### src/rtl/uart_rx_cfg.sv
// uart_rx_cfg: oversampled UART receiver with optional parity,
// 1/1.5/2 stop bits, majority-vote sampling and error flags.
module uart_rx_cfg #(
   parameter int DBIT    = 8,
   parameter int OVS     = 16,
   parameter int SB_TICK = 16,
   parameter int PARITY  = 0
) (
   input  logic            clk,
   input  logic            reset,
   input  logic            i_s_tick,
   input  logic            i_rx,
   input  logic            i_rx_rd,
   output logic [DBIT-1:0] o_rx_dout,
   output logic            o_rx_valid,
   output logic            o_rx_done_tick,
   output logic            o_parity_err,
   output logic            o_frame_err,
   output logic            o_break_det,
   output logic            o_overrun_err
);

   localparam int MAXC = (SB_TICK > OVS) ? SB_TICK : OVS;
   localparam int SW   = $clog2(MAXC);
   localparam int NW   = $clog2(DBIT + 1);

   localparam logic [SW-1:0] S_TOP  = SW'(OVS - 1);
   localparam logic [SW-1:0] S_V0   = SW'(OVS - 3);
   localparam logic [SW-1:0] S_V1   = SW'(OVS - 2);
   localparam logic [SW-1:0] S_HALF = SW'(OVS / 2 - 1);
   localparam logic [SW-1:0] S_SB   = SW'(SB_TICK - 1);
   localparam logic [NW-1:0] N_LAST = NW'(DBIT - 1);

   typedef enum logic [2:0] {
      IDLE, START, DATA, PAR, STOP
   } state_t;

   state_t          r_state, w_state;
   logic [SW-1:0]   r_s, w_s;
   logic [NW-1:0]   r_n, w_n;
   logic [DBIT-1:0] r_b, w_b;
   logic            r_p, w_p;
   logic            r_stop, w_stop;
   logic            w_done;

   logic            r_rx_m, r_rx_s;
   logic            r_v0, r_v1;
   logic            w_v;
   logic            w_stop_bit;
   logic            w_perr;
   logic            w_brk;

   logic [DBIT-1:0] r_dout;
   logic            r_valid;
   logic            r_done;
   logic            r_perr;
   logic            r_ferr;
   logic            r_brk;
   logic            r_ovr;

   // 2-of-3 vote over the samples at OVS-3, OVS-2 and the live one
   assign w_v = (r_v0 & r_v1) | (r_v0 & r_rx_s) | (r_v1 & r_rx_s);

   // stop bit may be voted on the same tick that ends the frame
   assign w_stop_bit = (r_s == S_TOP) ? w_v : r_stop;

   assign w_perr = (PARITY == 1) ? (^r_b ^ r_p)
                 : (PARITY == 2) ? ~(^r_b ^ r_p)
                 : 1'b0;

   assign w_brk = (r_b == '0) && ((PARITY == 0) || !r_p)
                  && !w_stop_bit;

   // line synchroniser and vote sample capture
   always_ff @(posedge clk) begin
      if (reset) begin
         r_rx_m <= 1'b1;
         r_rx_s <= 1'b1;
         r_v0   <= 1'b1;
         r_v1   <= 1'b1;
      end else begin
         r_rx_m <= i_rx;
         r_rx_s <= r_rx_m;
         if (i_s_tick && r_s == S_V0) r_v0 <= r_rx_s;
         if (i_s_tick && r_s == S_V1) r_v1 <= r_rx_s;
      end
   end

   // frame state and datapath registers
   always_ff @(posedge clk) begin
      if (reset) begin
         r_state <= IDLE;
         r_s     <= '0;
         r_n     <= '0;
         r_b     <= '0;
         r_p     <= 1'b0;
         r_stop  <= 1'b0;
      end else begin
         r_state <= w_state;
         r_s     <= w_s;
         r_n     <= w_n;
         r_b     <= w_b;
         r_p     <= w_p;
         r_stop  <= w_stop;
      end
   end

   // next-state logic; each state exits on its terminal s_tick
   always_comb begin
      w_state = r_state;
      w_s     = r_s;
      w_n     = r_n;
      w_b     = r_b;
      w_p     = r_p;
      w_stop  = r_stop;
      w_done  = 1'b0;
      unique case (r_state)
         IDLE: begin
            if (!r_rx_s) begin
               w_s     = '0;
               w_state = START;
            end
         end
         START: begin
            if (i_s_tick) begin
               if (r_s == S_HALF) begin
                  if (r_rx_s) begin
                     w_state = IDLE;
                  end else begin
                     w_s     = '0;
                     w_n     = '0;
                     w_state = DATA;
                  end
               end else begin
                  w_s = r_s + SW'(1);
               end
            end
         end
         DATA: begin
            if (i_s_tick) begin
               if (r_s == S_TOP) begin
                  w_s = '0;
                  w_b = {w_v, r_b[DBIT-1:1]};
                  if (r_n == N_LAST) begin
                     w_state = (PARITY != 0) ? PAR : STOP;
                  end else begin
                     w_n = r_n + NW'(1);
                  end
               end else begin
                  w_s = r_s + SW'(1);
               end
            end
         end
         PAR: begin
            if (i_s_tick) begin
               if (r_s == S_TOP) begin
                  w_s     = '0;
                  w_p     = w_v;
                  w_state = STOP;
               end else begin
                  w_s = r_s + SW'(1);
               end
            end
         end
         STOP: begin
            if (i_s_tick) begin
               if (r_s == S_TOP) w_stop = w_v;
               if (r_s == S_SB) begin
                  w_s     = '0;
                  w_done  = 1'b1;
                  w_state = IDLE;
               end else begin
                  w_s = r_s + SW'(1);
               end
            end
         end
         default: w_state = IDLE;
      endcase
   end

   // output holding register, error flags and overrun tracking
   always_ff @(posedge clk) begin
      if (reset) begin
         r_dout  <= '0;
         r_valid <= 1'b0;
         r_done  <= 1'b0;
         r_perr  <= 1'b0;
         r_ferr  <= 1'b0;
         r_brk   <= 1'b0;
         r_ovr   <= 1'b0;
      end else begin
         r_done <= w_done;
         if (w_done) begin
            r_dout  <= r_b;
            r_valid <= 1'b1;
            r_perr  <= w_perr;
            r_ferr  <= ~w_stop_bit;
            r_brk   <= w_brk;
            if (i_rx_rd) r_ovr <= 1'b0;
            else         r_ovr <= r_ovr | r_valid;
         end else if (i_rx_rd && r_valid) begin
            r_valid <= 1'b0;
            r_ovr   <= 1'b0;
         end
      end
   end

   assign o_rx_dout      = r_dout;
   assign o_rx_valid     = r_valid;
   assign o_rx_done_tick = r_done;
   assign o_parity_err   = r_perr;
   assign o_frame_err    = r_ferr;
   assign o_break_det    = r_brk;
   assign o_overrun_err  = r_ovr;

endmodule

### config.mk
export PLATFORM = sky130hd
export DESIGN_NAME = uart_rx_cfg
export DESIGN_NICKNAME = d
export VERILOG_FILES = /design/src/rtl/uart_rx_cfg.sv
export SDC_FILE = /design/constraint.sdc
export NUM_CORES = 1
export LEC_CHECK = 0
export CAP_MARGIN = 20
export CORE_MARGIN = 2
export CORE_UTILIZATION = 65
export CTS_CLUSTER_DIAMETER = 150
export DETAILED_ROUTE_END_ITERATION = 16
export DONT_BUFFER_PORTS = 1
export PLACE_DENSITY = 0.81
export SETUP_SLACK_MARGIN = 0.1
export SLEW_MARGIN = 40
export SYNTH_ARGS = -nofsm -noshare
export SYNTH_HDL_FRONTEND = slang
export SYNTH_SLANG_ARGS = --single-unit
export TNS_END_PERCENT = 20
### constraint.sdc
create_clock -name clk -period 5.15 [get_ports clk]
set_clock_uncertainty 0.05 [all_clocks]
set_input_delay 1.03 -clock clk [delete_from_list [all_inputs] [get_ports clk]]
set_output_delay 1.03 -clock clk [all_outputs]
set_load 0.1 [all_outputs]
After elaboration in Yosys (flattened, before gate mapping) --
Cells that the tools add are included.
Cells by class: equality and inequality tests 22, reductions and logical operators 16, muxes and demuxes 33, add/subtract/negate cells 2, bitwise gates (word level) 7
Operators with widths (number):
- two-way mux 4 bit | 11
- two-way mux 3 bit | 10
- != test 2 bit, second input constant | 12
- case mux 3 bit (5 select lines) | 1
- equality test 4 bit, second input constant | 3
- case mux 4 bit (3 select lines) | 1
- AND reduction 10 bit | 1
- adder 4 x 1 -> 4 bit, second input constant | 2
- equality test 4 x 3 -> 1 bit, second input constant | 2
- zero test 8 bit | 1
- two-way mux 1 bit | 8
- case mux 4 bit (2 select lines) | 1
- AND reduction 7 bit | 1
- equality test 3 x 2 -> 1 bit, second input constant | 2
- AND reduction 3 bit | 2
- logical AND 1 bit | 4
- nonzero test 2 bit | 2
- bitwise AND 1 bit | 3
- equality test 3 x 1 -> 1 bit, second input constant | 1
- equality test 3 bit, second input constant | 1
- zero test 3 bit | 1
- bitwise OR 1 bit | 3
- nonzero test 3 bit | 1
- OR reduction 3 bit | 1
- other kinds (5) | 5
Word-level totals: register bits after elaboration 37

Longest topological paths before layout --
depth after elaboration 6, mapped depth 6, depth with buffers taken out 5

Worst setup path after synthesis --
No wires, ideal clock.
kind in2reg, from input i_s_tick, to register r_n[2], path buffers 0, setup time 70 ps, data required time 5030 ps, arrival time 2050 ps, stages on the path 4, setup slack 2980 ps, cells stage by stage nand4b_1 > a32o_1 > or4_1 > a21oi_1
On the way: longest elaborated chain between the ends 2
RTL lines:
- from (decl) | RTL line 11 | input logic i_s_tick,
- != test 2 bit (no source line)
- AND reduction 7 bit (no source line) (*)
- to (signal assigned) | RTL line 101 | r_n <= w_n;
- to (decl) | RTL line 40 | logic [NW-1:0] r_n, w_n;
Mark *: on every way between the ends. The rest lies on a longest branch, timed or not. A chain may end at the register's enable or synchronous reset.

Worst setup path in the final report --
from register r_s[0], to register r_n[3]
On the way: longest elaborated chain between the ends 3
RTL lines:
- from (decl) | RTL line 39 | logic [SW-1:0] r_s, w_s;
- from (signal assigned) | RTL line 100 | r_s <= w_s;
- equality test 4 bit or equality test 4 x 3 -> 1 bit (tied branches) | RTL line 141, 126
- != test 2 bit (no source line)
- AND reduction 7 bit (no source line) (*)
Marked as above.

==> results.py <==
metrics = {
    "min_path": {
        "hold_path_depth": 1,
        "worstHoldPathType": "reg2reg",
        "holdPathEnd": "r_rx_s$_SDFF_PP1_",
        "worstHoldStart": "r_rx_m$_SDFF_PP1_",
    },
    "pwr": {
        "p_leak_nw": 0.600,
        "swShare": 0.322,
        "power_frac_seq": 0.551,
        "p_int_uw": 386,
        "p_comb_frac": 0.209,
        "p_per_area_mw_per_mm2": 321,
        "ir_drop_v": 0.000223,
        "finalPower_uw": 569,
        "clock_power_share": 0.240,
        "switchingPower_uw": 183,
    },
    "critical_path": {
        "reg2reg_depth": 5,
        "timing.rr.end": "r_n[3]$_SDFFE_PP0P_",
        "slowest_delay_ps": 520,
        "rr_startpoint": "r_s[0]$_SDFFE_PP0P_",
        "crit_family": "simple AND/OR/NAND/NOR gates",
        "cp-start-kind": "register",
        "critical_path.endpoint_type": "register",
        "worst-setup-path-type": "reg2reg",
        "cp.arrival_ps": 2570,
        "cp_slowest_cell": "or4_1",
        "reg2reg_setup_slack_ps": 2800,
        "timing.critical_path.buf_inv": 0,
        "crit_path_max_fanout": 12,
        "cp-startpoint": "r_s[0]$_SDFFE_PP0P_",
        "cp_cell_sequence": "ha_1, nand4_1, a32o_1, or4_1, a21oi_1",
        "cp.required_ps": 5370,
    },
    "placement": {
        "routabilityCongestion": 0.853,
        "hpwl_mm": 2.43,
        "port_buffers": 0,
        "preCtsSetupSlack_ps": 2550,
    },
    "sta": {
        "finalSetupViolCount": 0,
        "timing.hold.ws_ps": 403,
        "timing.fmax_ghz": 0.425,
        "rsz0062_at_grt": "no",
        "tns_ps": 0,
        "worst_slew_margin_rel": 0.614,
        "hold_viol_final": 0,
        "finalCritPeriodShare": 0.457,
        "tightest_slew_ps": 578,
        "setup_slack_ps": 2800,
        "finalCriticalPeriod_ps": 2350,
        "maxSlewViolCount": 0,
    },
    "drt": {
        "vias_per_cell": 6.16,
        "dr.pass1.iters": 4,
        "drc_errors": 0,
        "postRouteAntennaNets": 0,
        "vias": 1459,
        "wl_mm": 3.54,
        "drt_iter0_drc": 53,
        "wire_per_inst_um": 14.9,
    },
    "global_route": {
        "grt_pass1_vias": 1408,
        "antenna_found_initial": 0,
        "grt_max_degree": 40,
        "grt_pass1_wl_mm": 6.04,
        "grt_overflow": 0,
        "grtUsageTotal": 0.243,
    },
    "cts": {
        "cts_tree": "yes",
        "numCtsBuffers": 5,
        "post_cts_buffers": 0,
        "cts_max_level": 2,
        "clock-sinks": 36,
        "clk_pin_slew_ps": 100,
        "cts_buffer_depth": 2,
        "clock_latency_ps": 330,
        "cts_root_buf": "clkbuf_4",
        "ctsResizeCount": 0,
        "cts_hold_buf": 0,
    },
    "cells_and_area": {
        "n_antenna_cell": 0,
        "multiInputGateArea_um2": 930,
        "fillers": 212,
        "synthToLayoutAreaGrowth_pct": 0.854,
        "drive_gt1_frac": 0.121,
        "final_net_count": 216,
        "regArea_um2": 737,
    },
    "die": {
        "rows": 18,
        "core_area_mm2": 0.00252,
        "die_x_um": 56.0,
        "dieArea_mm2": 0.00314,
        "io_pins": 19,
        "fp.dieH_um": 56.0,
        "start_util": 0.697,
    },
    "synthesis": {
        "ys_types": 47,
        "ys_seq_elements": 36,
        "ys_seq_area_frac": 0.410,
        "synth-edff-count": 0,
        "async_flop_share": 0,
        "synthTopCellsByArea": "dfxtp_1, a21oi_1, nand2_1, o21ai_0, ha_1",
        "syn-mean-instance-area_um2": 8.10,
        "synth_commonest_cells": "dfxtp_1, nand2_1, a21oi_1",
        "ys_warn_count": 0,
        "synth_top_area_frac": 0.410,
        "yosysMostFrequentCell": "dfxtp_1",
        "synthFlopType": "dfxtp_1",
        "yosysTopAreaCell": "dfxtp_1",
        "synth.net_count": 226,
        "syn_inst": 217,
        "synth_area_mm2": 0.00176,
    },
    "run": {
        "maxCapViolCount": 0,
    },
    "outcome": {
        "status": "completed",
    },
}
[worst register-to-register path, cell delays in order, from the launching register on]
cell and delay, ps:
dfxtp_1 430, ha_1 330, nand4_1 380, a32o_1 430
or4_1 520, a21oi_1 160
[through the flow]
step,util,std cells,instance area [um^2]
final,0.703,237,1770
after global routing,0.703,237,1770
after CTS,0.703,237,1770
after detailed placement,0.685,230,1730
after global placement,0.678,230,1710
after floorplan,-,217,1760
[area by class of cell]
type                            instances  share of cell area
Multi-Input combinational cell        158               0.524
Clock buffer                            6              0.0233
Clock inverter                          1             0.00282
Sequential cell                        36               0.416
Inverter                                6              0.0127
Tap cell                               30              0.0212
[cell families (layout without fill, tap and decap cells)]
| kind of cell | count (synthesis) | count (layout) | share of synthesized area |
|---|---|---|---|
| simple gates | 86 | 86 | 0.258 |
| buf+inv | 23 | 13 | 0.0612 |
| compound gates | 64 | 64 | 0.224 |
| fa+ha+maj | 5 | 5 | 0.0342 |
| mux | 2 | 2 | 0.0114 |
| other cells | 1 | 1 | 0.00213 |
| flops | 36 | 36 | 0.410 |
[cell usage in the layout, fill, tap and decap left out, types with 2 or more instances in the layout]
cell,count
a211o_1,2
a211oi_1,2
a21oi_1,27
a31oi_1,3
and3_1,2
clkbuf_4,5
dfxtp_1,23
dfxtp_2,13
ha_1,4
inv_1,6
mux2i_1,2
nand2_1,31
nand2b_1,7
nand3_1,5
nand3b_1,2
nand4_1,3
nand4b_1,3
nor2_1,12
nor2b_1,4
nor3_1,2
nor4_1,2
o21ai_0,14
o31ai_1,2
o32ai_1,3
or2_2,3
or3_1,2
or4_1,3
[state kept, by name, summed over array words and instances (netlist names)]
register        flops
o_rx_dout           8
r_b                 8
r_n                 4
r_s                 4
r_state             3
o_break_det         1
o_frame_err         1
o_overrun_err       1
o_rx_done_tick      1
o_rx_valid          1
r_rx_m              1
r_rx_s              1
r_v0                1
r_v1                1
[power by group through the flow]
stage               clock network, mW  registers, mW  logic (mW)
finish                          0.137          0.313       0.119
global route                    0.150          0.317       0.133
CTS                             0.140          0.313       0.119
detailed placement                  0          0.319       0.119
global placement                    0          0.318       0.112
floorplan                           0          0.298       0.125
[worst max-delay path by stage]
stage | to | slack [ps] | cells after the start
finish | r_n[3]$_SDFFE_PP0P_ | 2800 | 5
global route | r_n[2]$_SDFFE_PP0P_ | 2620 | 5
CTS | r_n[3]$_SDFFE_PP0P_ | 2790 | 5
detailed placement | r_n[3]$_SDFFE_PP0P_ | 2550 | 4
global placement | r_n[3]$_SDFFE_PP0P_ | 2630 | 4
floorplan | r_n[2]$_SDFFE_PP0P_ | 2980 | 4
[layer usage]
layer | global-route usage | wire, um
met4 | 0.112 | 55
met5 | 0 | 0
met2 | 0.385 | 1660
met1 | 0.305 | 1690
met3 | 0.0674 | 134
No activity file was read; power rests on OpenSTA's default activity.
==> edit: new RTL, same flow settings <==
The parameter `DBIT` goes from 8 to 16.
--- a/src/rtl/uart_rx_cfg.sv
+++ b/src/rtl/uart_rx_cfg.sv
@@ -1,7 +1,7 @@
 // uart_rx_cfg: oversampled UART receiver with optional parity,
 // 1/1.5/2 stop bits, majority-vote sampling and error flags.
 module uart_rx_cfg #(
-   parameter int DBIT    = 8,
+   parameter int DBIT    = 16,
    parameter int OVS     = 16,
    parameter int SB_TICK = 16,
    parameter int PARITY  = 0
Interface: changed (resized o_rx_dout); port bits go from 19 to 27. The function was not compared with the original's and may differ.
==> edit against the original RTL <==
Synthesized area increased by 34%; via count increased by 27%; count of clock-buffer cells in the layout unchanged; final area increased by 37%; synthesized cell count increased by 27%; critical path depth increased by 1; sequential cell count increased by 17; worst setup slack improved by 0.13 ns; wire length increased by 25%; total power increased by 18%; critical path type unchanged; largest power group unchanged.
==> edit: results (changes against the original RTL) <==
| Metric | Value |
|---|---|
| Outcome | `complete, no violations` |
| Final net count | `275 (+27%)` |
| Sequential fraction of the synthesis area | `45.1% (+4.1 points)` |
| Syn nets | `286 (+27%)` |
| Drt total wl | `4.44 mm (+25%)` |
| Global-route wire length before repair | `8.02 mm (+33%)` |
| Post-synthesis compound-gate area fraction | `13.3% (-9.1 points)` |
| Worst VDD drop | `0.245 mV (+9.7%)` |
| Max Fanout on Critical Path | `19 (+7)` |
| Slew margin rel. | `53.9% (-7.5 points)` |
| Worst-path clk slew | `0.14 ns (+0.04 ns)` |
| Seq pwr share | `62.0% (+6.9 points)` |
| Detail Placement HPWL | `2.91 mm (+20%)` |
| Switching share of power | `21.7% (-11 points)` |
| FF-to-FF End | `o_overrun_err` |
| Distinct cells, synth | `50 (+6.4%)` |
| Avg Cell Area, Syn | `8.52 µm² (+5.1%)` |
| Gpl congestion | `0.778 (-8.9%)` |
| Postcts setup bufs | `0 (unchanged)` |
| Largest net degree at the start of global routing | `52 (+30%)` |
| Adder-Cell Fraction of Synth Area | `3.57% (+0.15 points)` |
| Via density | `5.92 (-3.8%)` |
| Total track usage | `24.3% (+0.068 points)` |
| Clk Latency, worst-skew pair | `0.37 ns (+0.04 ns)` |
| Reg2Reg Setup Slack | `2.93 ns (+0.13 ns)` |
| R2R Path Start | `r_s[1]` |
| Synth area leaders | `dfxtp_1 (45%), mux2i_1 (7.7%), nand2_1 (7.3%)` |
| Post-synthesis mux area share | `7.66% (+6.5 points)` |
| Clock network power | `0.000231 W (+69%)` |
| HP Class | `reg2reg` |
| Ratio of cells with drive above 1 in the final layout | `15.0% (+3.0 points)` |
| R2R depth | `6 (+1)` |
| Leakage | `0.861 nW (+43%)` |
edit: changes by cell type after synthesis, sizes merged, moves of 4 or more:
cell    delta
dfxtp     +17
mux2i     +16
o21ai      -7
nand2     +15
nor2      +19
nand3      +4
nand2b     -5
edit: layer usage:
metal	up-vias	wire length (µm)	global-route usage [%]	share of wire, %
met5	-	0	0	0
met4	0	56	8.51	1.3
met3	6	254	6.16	5.7
met2	51	2000	39.2	45
met1	865	2120	31.8	48
li1	925	-	-	-
edit: how the worst max path moves through the flow:
stage / endpoint / slack [ns]
global placement: o_break_det / 2.64
floorplan: r_n[3] / 2.79
global route: o_overrun_err / 2.75
detailed placement: o_break_det / 2.58
CTS: r_b[2] / 2.85
finish: o_overrun_err / 2.93
edit: critical path: stages (launching register included):
cell	delay (ns)
dfxtp_1	0.46
ha_1	0.28
and4_1	0.31
and3_1	0.64
o21ai_0	0.16
a21oi_1	0.17
nor2_1	0.05
edit: metrics by stage:
step | setup slack (ns) | power (W) | util [%] | hold WS [ns] | area (µm²)
finish | 2.93 | 0.000671 | 71.3 | 0.379 | 2430
detailed placement | 2.58 | 0.000448 | 68.8 | 0.348 | 2350
CTS | 2.85 | 0.000670 | 71.1 | 0.384 | 2430
global placement | 2.64 | 0.000448 | 68.0 | 0.344 | 2320
floorplan | 2.79 | 0.000451 | - | 0.339 | 2350
global route | 2.75 | 0.000691 | 71.3 | 0.403 | 2430
edit: cell type report:
type,count,area [µm²]
clock inverter,2,38.8
tap,46,57.6
multi-input combinational,198,1180
fill,287,981
sequential,53,1090
inverter,7,26.3
clock buffer,6,41.3
edit: kinds of logic after synthesis:
group | count (synthesis)
AO/OA/AOI/OAI | 49
AND/OR/NAND/NOR | 120
multiplexers | 18
buffers and inverters | 25
adder cells (fa/ha/maj) | 7
other | 1
XOR/XNOR | 3
flip-flops | 53
